$ cat src/rtl/lock_range_sweep.sv
// Lock-range sweep controller.
//
// Steps a reference phase-accumulator value k from k_start to k_stop in
// increments of k_step. At each k it waits SETTLE_CYCLES for the loop
// under test to settle, then watches the phase-detector error for up to
// WINDOW_CYCLES. A run of LOCK_CYCLES consecutive in-tolerance samples
// declares lock at that k. The lowest and highest locked k are reported.
//
// Ports:
//   fpga_clk_i           single clock for all logic
//   rst_pbn_i            asynchronous active-low reset
//   start_i              level-sampled sweep request (ignored while busy)
//   abort_i              abandon current sweep, return to IDLE
//   k_start_i/k_stop_i/k_step_i  unsigned sweep bounds and increment
//   error_i              signed 8-bit phase error from the loop under test
//   k_val_o              k driven to the reference accumulator
//   busy_o/done_o/found_o status flags
//   lock_lo_o/lock_hi_o  lowest / highest locked k
module lock_range_sweep #(
    parameter int ACCUM_WIDTH   = 12,
    parameter int SETTLE_CYCLES = 4096,
    parameter int WINDOW_CYCLES = 8192,
    parameter int LOCK_CYCLES   = 1024,
    parameter int ERR_TOL       = 8
) (
    input  logic                   fpga_clk_i,
    input  logic                   rst_pbn_i,
    input  logic                   start_i,
    input  logic                   abort_i,
    input  logic [ACCUM_WIDTH-1:0] k_start_i,
    input  logic [ACCUM_WIDTH-1:0] k_stop_i,
    input  logic [ACCUM_WIDTH-1:0] k_step_i,
    input  logic signed [7:0]      error_i,
    output logic [ACCUM_WIDTH-1:0] k_val_o,
    output logic                   busy_o,
    output logic                   done_o,
    output logic                   found_o,
    output logic [ACCUM_WIDTH-1:0] lock_lo_o,
    output logic [ACCUM_WIDTH-1:0] lock_hi_o
);

    localparam int AW      = ACCUM_WIDTH;
    localparam int CNT_MAX = (SETTLE_CYCLES > WINDOW_CYCLES) ? SETTLE_CYCLES : WINDOW_CYCLES;
    localparam int CNT_W   = $clog2(CNT_MAX + 1);
    localparam int RUN_W   = $clog2(LOCK_CYCLES + 1);

    localparam logic [CNT_W-1:0] SETTLE_LAST = CNT_W'(SETTLE_CYCLES - 1);
    localparam logic [CNT_W-1:0] WINDOW_LAST = CNT_W'(WINDOW_CYCLES - 1);
    localparam logic [RUN_W-1:0] LOCK_RUN    = RUN_W'(LOCK_CYCLES);
    localparam logic [7:0]       TOL8        = 8'(ERR_TOL);

    typedef enum logic [2:0] {
        IDLE    = 3'd0,
        SETTLE  = 3'd1,
        MEASURE = 3'd2,
        STEP    = 3'd3,
        DONE    = 3'd4
    } state_t;

    state_t          state_q, state_d;
    logic [AW-1:0]   k_q, k_d;
    logic [AW-1:0]   stop_q, stop_d;
    logic [AW-1:0]   step_q, step_d;
    logic [AW-1:0]   lo_q, lo_d;
    logic [AW-1:0]   hi_q, hi_d;
    logic            found_q, found_d;
    logic            busy_q, busy_d;
    logic            done_q, done_d;
    logic [CNT_W-1:0] cnt_q, cnt_d;
    logic [RUN_W-1:0] run_q, run_d;

    logic [7:0]      err_mag;
    logic            in_tol;
    logic [RUN_W-1:0] run_inc;
    logic [AW:0]     k_next;

    // |error| in 8 bits; -128 has no positive counterpart so it clamps to 127.
    always_comb begin
        if (error_i == 8'sh80)
            err_mag = 8'd127;
        else if (error_i[7])
            err_mag = 8'(~error_i + 8'sd1);
        else
            err_mag = 8'(error_i);
    end

    assign in_tol  = (err_mag <= TOL8);
    assign run_inc = run_q + RUN_W'(1);
    // Extra bit catches a carry out of the accumulator width.
    assign k_next  = {1'b0, k_q} + {1'b0, step_q};

    always_comb begin
        state_d = state_q;
        k_d     = k_q;
        stop_d  = stop_q;
        step_d  = step_q;
        lo_d    = lo_q;
        hi_d    = hi_q;
        found_d = found_q;
        cnt_d   = cnt_q;
        run_d   = run_q;

        if (abort_i) begin
            // k and results are kept so software can see where the sweep stopped.
            state_d = IDLE;
            cnt_d   = '0;
            run_d   = '0;
        end else begin
            case (state_q)
                IDLE, DONE: begin
                    if (start_i) begin
                        k_d     = k_start_i;
                        stop_d  = k_stop_i;
                        step_d  = (k_step_i == '0) ? AW'(1) : k_step_i;
                        found_d = 1'b0;
                        lo_d    = '0;
                        hi_d    = '0;
                        cnt_d   = '0;
                        run_d   = '0;
                        state_d = (k_start_i > k_stop_i) ? DONE : SETTLE;
                    end
                end
                SETTLE: begin
                    if (cnt_q == SETTLE_LAST) begin
                        cnt_d   = '0;
                        run_d   = '0;
                        state_d = MEASURE;
                    end else begin
                        cnt_d = cnt_q + CNT_W'(1);
                    end
                end
                MEASURE: begin
                    if (in_tol && (run_inc == LOCK_RUN)) begin
                        // Lock wins even on the last window cycle.
                        found_d = 1'b1;
                        hi_d    = k_q;
                        if (!found_q)
                            lo_d = k_q;
                        state_d = STEP;
                    end else begin
                        run_d = in_tol ? run_inc : '0;
                        if (cnt_q == WINDOW_LAST)
                            state_d = STEP;
                        else
                            cnt_d = cnt_q + CNT_W'(1);
                    end
                end
                STEP: begin
                    cnt_d = '0;
                    run_d = '0;
                    if (k_next[AW] || (k_next[AW-1:0] > stop_q)) begin
                        state_d = DONE;
                    end else begin
                        k_d     = k_next[AW-1:0];
                        state_d = SETTLE;
                    end
                end
                default: state_d = IDLE;
            endcase
        end

        // Status flags are registered copies of the next state.
        busy_d = (state_d == SETTLE) || (state_d == MEASURE) || (state_d == STEP);
        done_d = (state_d == DONE);
    end

    always_ff @(posedge fpga_clk_i or negedge rst_pbn_i) begin
        if (!rst_pbn_i) begin
            state_q <= IDLE;
            k_q     <= '0;
            stop_q  <= '0;
            step_q  <= '0;
            lo_q    <= '0;
            hi_q    <= '0;
            found_q <= 1'b0;
            busy_q  <= 1'b0;
            done_q  <= 1'b0;
            cnt_q   <= '0;
            run_q   <= '0;
        end else begin
            state_q <= state_d;
            k_q     <= k_d;
            stop_q  <= stop_d;
            step_q  <= step_d;
            lo_q    <= lo_d;
            hi_q    <= hi_d;
            found_q <= found_d;
            busy_q  <= busy_d;
            done_q  <= done_d;
            cnt_q   <= cnt_d;
            run_q   <= run_d;
        end
    end

    assign k_val_o   = k_q;
    assign busy_o    = busy_q;
    assign done_o    = done_q;
    assign found_o   = found_q;
    assign lock_lo_o = lo_q;
    assign lock_hi_o = hi_q;

endmodule

$ cat config.mk
export PLATFORM = sky130hd
export DESIGN_NAME = lock_range_sweep
export DESIGN_NICKNAME = d
export VERILOG_FILES = /design/src/rtl/lock_range_sweep.sv
export SDC_FILE = /design/constraint.sdc
export NUM_CORES = 1
export LEC_CHECK = 0
export CAP_MARGIN = 30
export CELL_PAD_IN_SITES_DETAIL_PLACEMENT = 0
export CELL_PAD_IN_SITES_GLOBAL_PLACEMENT = 2
export CORE_MARGIN = 2
export CORE_UTILIZATION = 34
export DETAILED_ROUTE_END_ITERATION = 8
export PLACE_DENSITY_LB_ADDON = 0.1
export SLEW_MARGIN = 15
export SYNTH_ARGS = -nofsm -noshare
export SYNTH_HDL_FRONTEND = slang
export SYNTH_SLANG_ARGS = --single-unit
$ cat constraint.sdc
create_clock -name fpga_clk_i -period 5.37 [get_ports fpga_clk_i]
set_input_delay 0.537 -clock fpga_clk_i [delete_from_list [all_inputs] [get_ports fpga_clk_i]]
set_output_delay 0.537 -clock fpga_clk_i [all_outputs]
set_load 0.02 [all_outputs]
==> impl_results.md <==
- Die Width: 131 um
- Total power: 2.30 mW
- Crit path max fanout: 12
- Post-CTS resize count: 0
- Max Cap Viol: 0
- Reg area: 2280 sq um
- Layout Nets: 735
- Power Density: 333 nW/um^2
- Yosys reg bits: 91
- Gr usage total: 0.178
- Die area: 17200 sq um
- Max-slew headroom: 0.431
- Area of the multi-input gates: 2980 sq um
- Hold Buf Count CTS: 0
- Worst Setup Path Type: flip-flop to flip-flop
- Hold WC Path Type: primary input to async pin
- Post-synth ARST share: 1.00
- Syn nets: 651
- Most common cell after layout, fill and taps aside: dfrtp_1
- Seq/Total Area, Yosys: 0.415
- Design area: 6900 sq um
- Syn Area/Cell: 9.76 sq um
- RePlAce Congestion: 0.849
- Layout cells sized above 1: 0.0983
- Via count: 4504
- Number of synthesized flops with an enable pin: 0
- Core area: 15800 sq um
- Max Clk Rate: 234 MHz
- GRT overflow: 0
- Final Hold Fails: 0
- Startpoint Class: flip-flop
- Initial antenna violation count: 0
- RSZ-0062 raised after global routing: false
- Area growth syn-to-layout: 25.8%
- WL final: 14600 um
- Worst path required time: 5.61 ns
- Fin util: 0.436
- Worst reg-to-reg setup slack: 1.09 ns
- Final Max Tran Viols: 0
- Root buf cell: clkbuf_16
- Yosys top cell area share: 0.415
- Height of the die: 131 um
- Top_reg_cell synth: dfrtp_1
- Instance count of the mapped netlist: 562
- Setup_tns: 0 ns
- Vias in the first global route: 4414
- Global-route wire length before repair: 23400 um
- Antenna fix cells: 0
- Pin count of the biggest net entering global routing: 57
- Clk Latency, worst-skew pair: 0.35 ns
- Clock buffer depth: 2
- Cell Area, Placed: 6560 sq um
- # DRC: 0
- Setup crit end kind: flip-flop
- Peak VDD IR: 0.000164 V
- DR iter-0 viols: 255
- Top area cells in the synthesized netlist: dfrtp_1 (42%), ha_1 (9.1%), mux2_2 (4.9%)
- Fin crit share: 0.797
- Fin crit period: 4.28 ns
- Max H-tree Level: 3
- Initial Utilization: 0.347
- Area of the mapped netlist: 5490 sq um
- Critical Path AT: 4.51 ns
- Most frequent cells in the layout: dfrtp_1 (91), clkdlybuf4s50_1 (85), nand2_1 (47), o21ai_0 (45), inv_1 (41)
- CTS tree: yes
- Post-DRT Antenna Nets: 0
- Leakage: 3.10 nW
- Setup Skew: 0.00821 ns
- Buffers added on ports: 86
- Clk sinks: 91
- Number of top-level pins: 87
- Slew @ Worst Pin: 0.854 ns
- FILL cells: 1537
- Clock-pin slew on the worst setup and hold paths: 0.07 ns
- First-pass DRT Iterations: 4
- Synth warn: 0
- Final setup viols: 0
- Post-detail-place hpwl: 10900 um
- Synth area leader: dfrtp_1
- Netlist cell types: 56
- CTS Buf Count: 9
- Wire per inst: 16.9 um
- Setup Buffers After CTS: 0
- Status: finished, final reports clean
- Vias per cell: 5.19
- Number of placement rows: 46
-- layer usage --
metal  wire (um)  global-route usage
met5           0                   0
met4         232              0.0613
met3         520              0.0285
met2        7300               0.307
met1        6580               0.227
-- sequential cells by signal, summed over array words and instances (netlist names), 3 cells and up --
register and flops:
cnt_q 14, k_val_o 12, lock_hi_o 12, lock_lo_o 12, run_q 11, state_q 3, step_q 12, stop_q 12
-- power by group --
group | internal, mW | total [mW] | switching [mW]
Clock | 0.426 | 0.722 | 0.296
Combinational | 0.357 | 0.776 | 0.419
Sequential | 0.743 | 0.799 | 0.0551
Total | 1.53 | 2.30 | 0.770
-- cell type report --
class,count,area share
multi-input combinational,413,0.432
sequential,91,0.330
inverter,41,0.0223
clock buffer,10,0.0346
clock inverter,6,0.0136
timing repair buffer,90,0.129
tap,216,0.0392
-- Yosys cell counts (all sizes together), types with 9 or more instances --
cell type	number
and3	10
nand3	18
nor3	15
o21ai	46
ha	40
inv	41
mux2	34
a21o	11
clkbuf	9
nand2	47
nor2b	9
dfrtp	91
a22o	25
a21oi	25
nand4	11
nor2	33
-- metrics by stage --
step	cells	worst slack [ns]	hold slack, ns
after floorplan	562	1.54	0.241
after global placement	850	1.23	0.491
after detailed placement	850	1.13	0.481
after CTS	866	1.10	0.286
after global routing	867	0.799	0.310
final	867	1.09	0.249
-- cell families after synthesis --
logic type | after synthesis | synth area share
AO/OA/AOI/OAI | 151 | 0.187
XOR/XNOR | 13 | 0.0208
adder cells (fa/ha/maj) | 41 | 0.0949
buffers and inverters | 58 | 0.0424
flip-flops | 91 | 0.415
multiplexers | 38 | 0.0833
AND/OR/NAND/NOR | 170 | 0.157
-- worst max-delay path, cell delays in order, from the launching register on --
cell and delay [ns]:
dfrtp_1 0.43, ha_1 0.26, inv_1 0.08, fa_1 0.20, nor2b_1 0.07, o31a_1 0.27
o311a_1 0.33, o211a_1 0.27, nor2_1 0.12, xnor2_1 0.15, ha_1 0.28, a21o_1 0.16
a21oi_1 0.18, nand2_1 0.08, o21ai_0 0.21, nand3_2 0.12, o31a_1 0.53, mux2_4 0.40
-- worst paths after layout --
kind,endpoint,start,cells after the start
min,run_q[9]$_DFFE_PN0P_,rst_pbn_i,1
max reg2reg,k_val_o[8]$_DFFE_PN0P_,k_val_o[0]$_DFFE_PN0P_,17
min reg2reg,lock_hi_o[8]$_DFFE_PN0P_,lock_hi_o[8]$_DFFE_PN0P_,1
max in group asynchronous,k_val_o[10]$_DFFE_PN0P_,rst_pbn_i,2
min in group fpga_clk_i,lock_hi_o[8]$_DFFE_PN0P_,lock_hi_o[8]$_DFFE_PN0P_,1
max,k_val_o[8]$_DFFE_PN0P_,k_val_o[0]$_DFFE_PN0P_,17
Power figures use the tool's default switching activity.
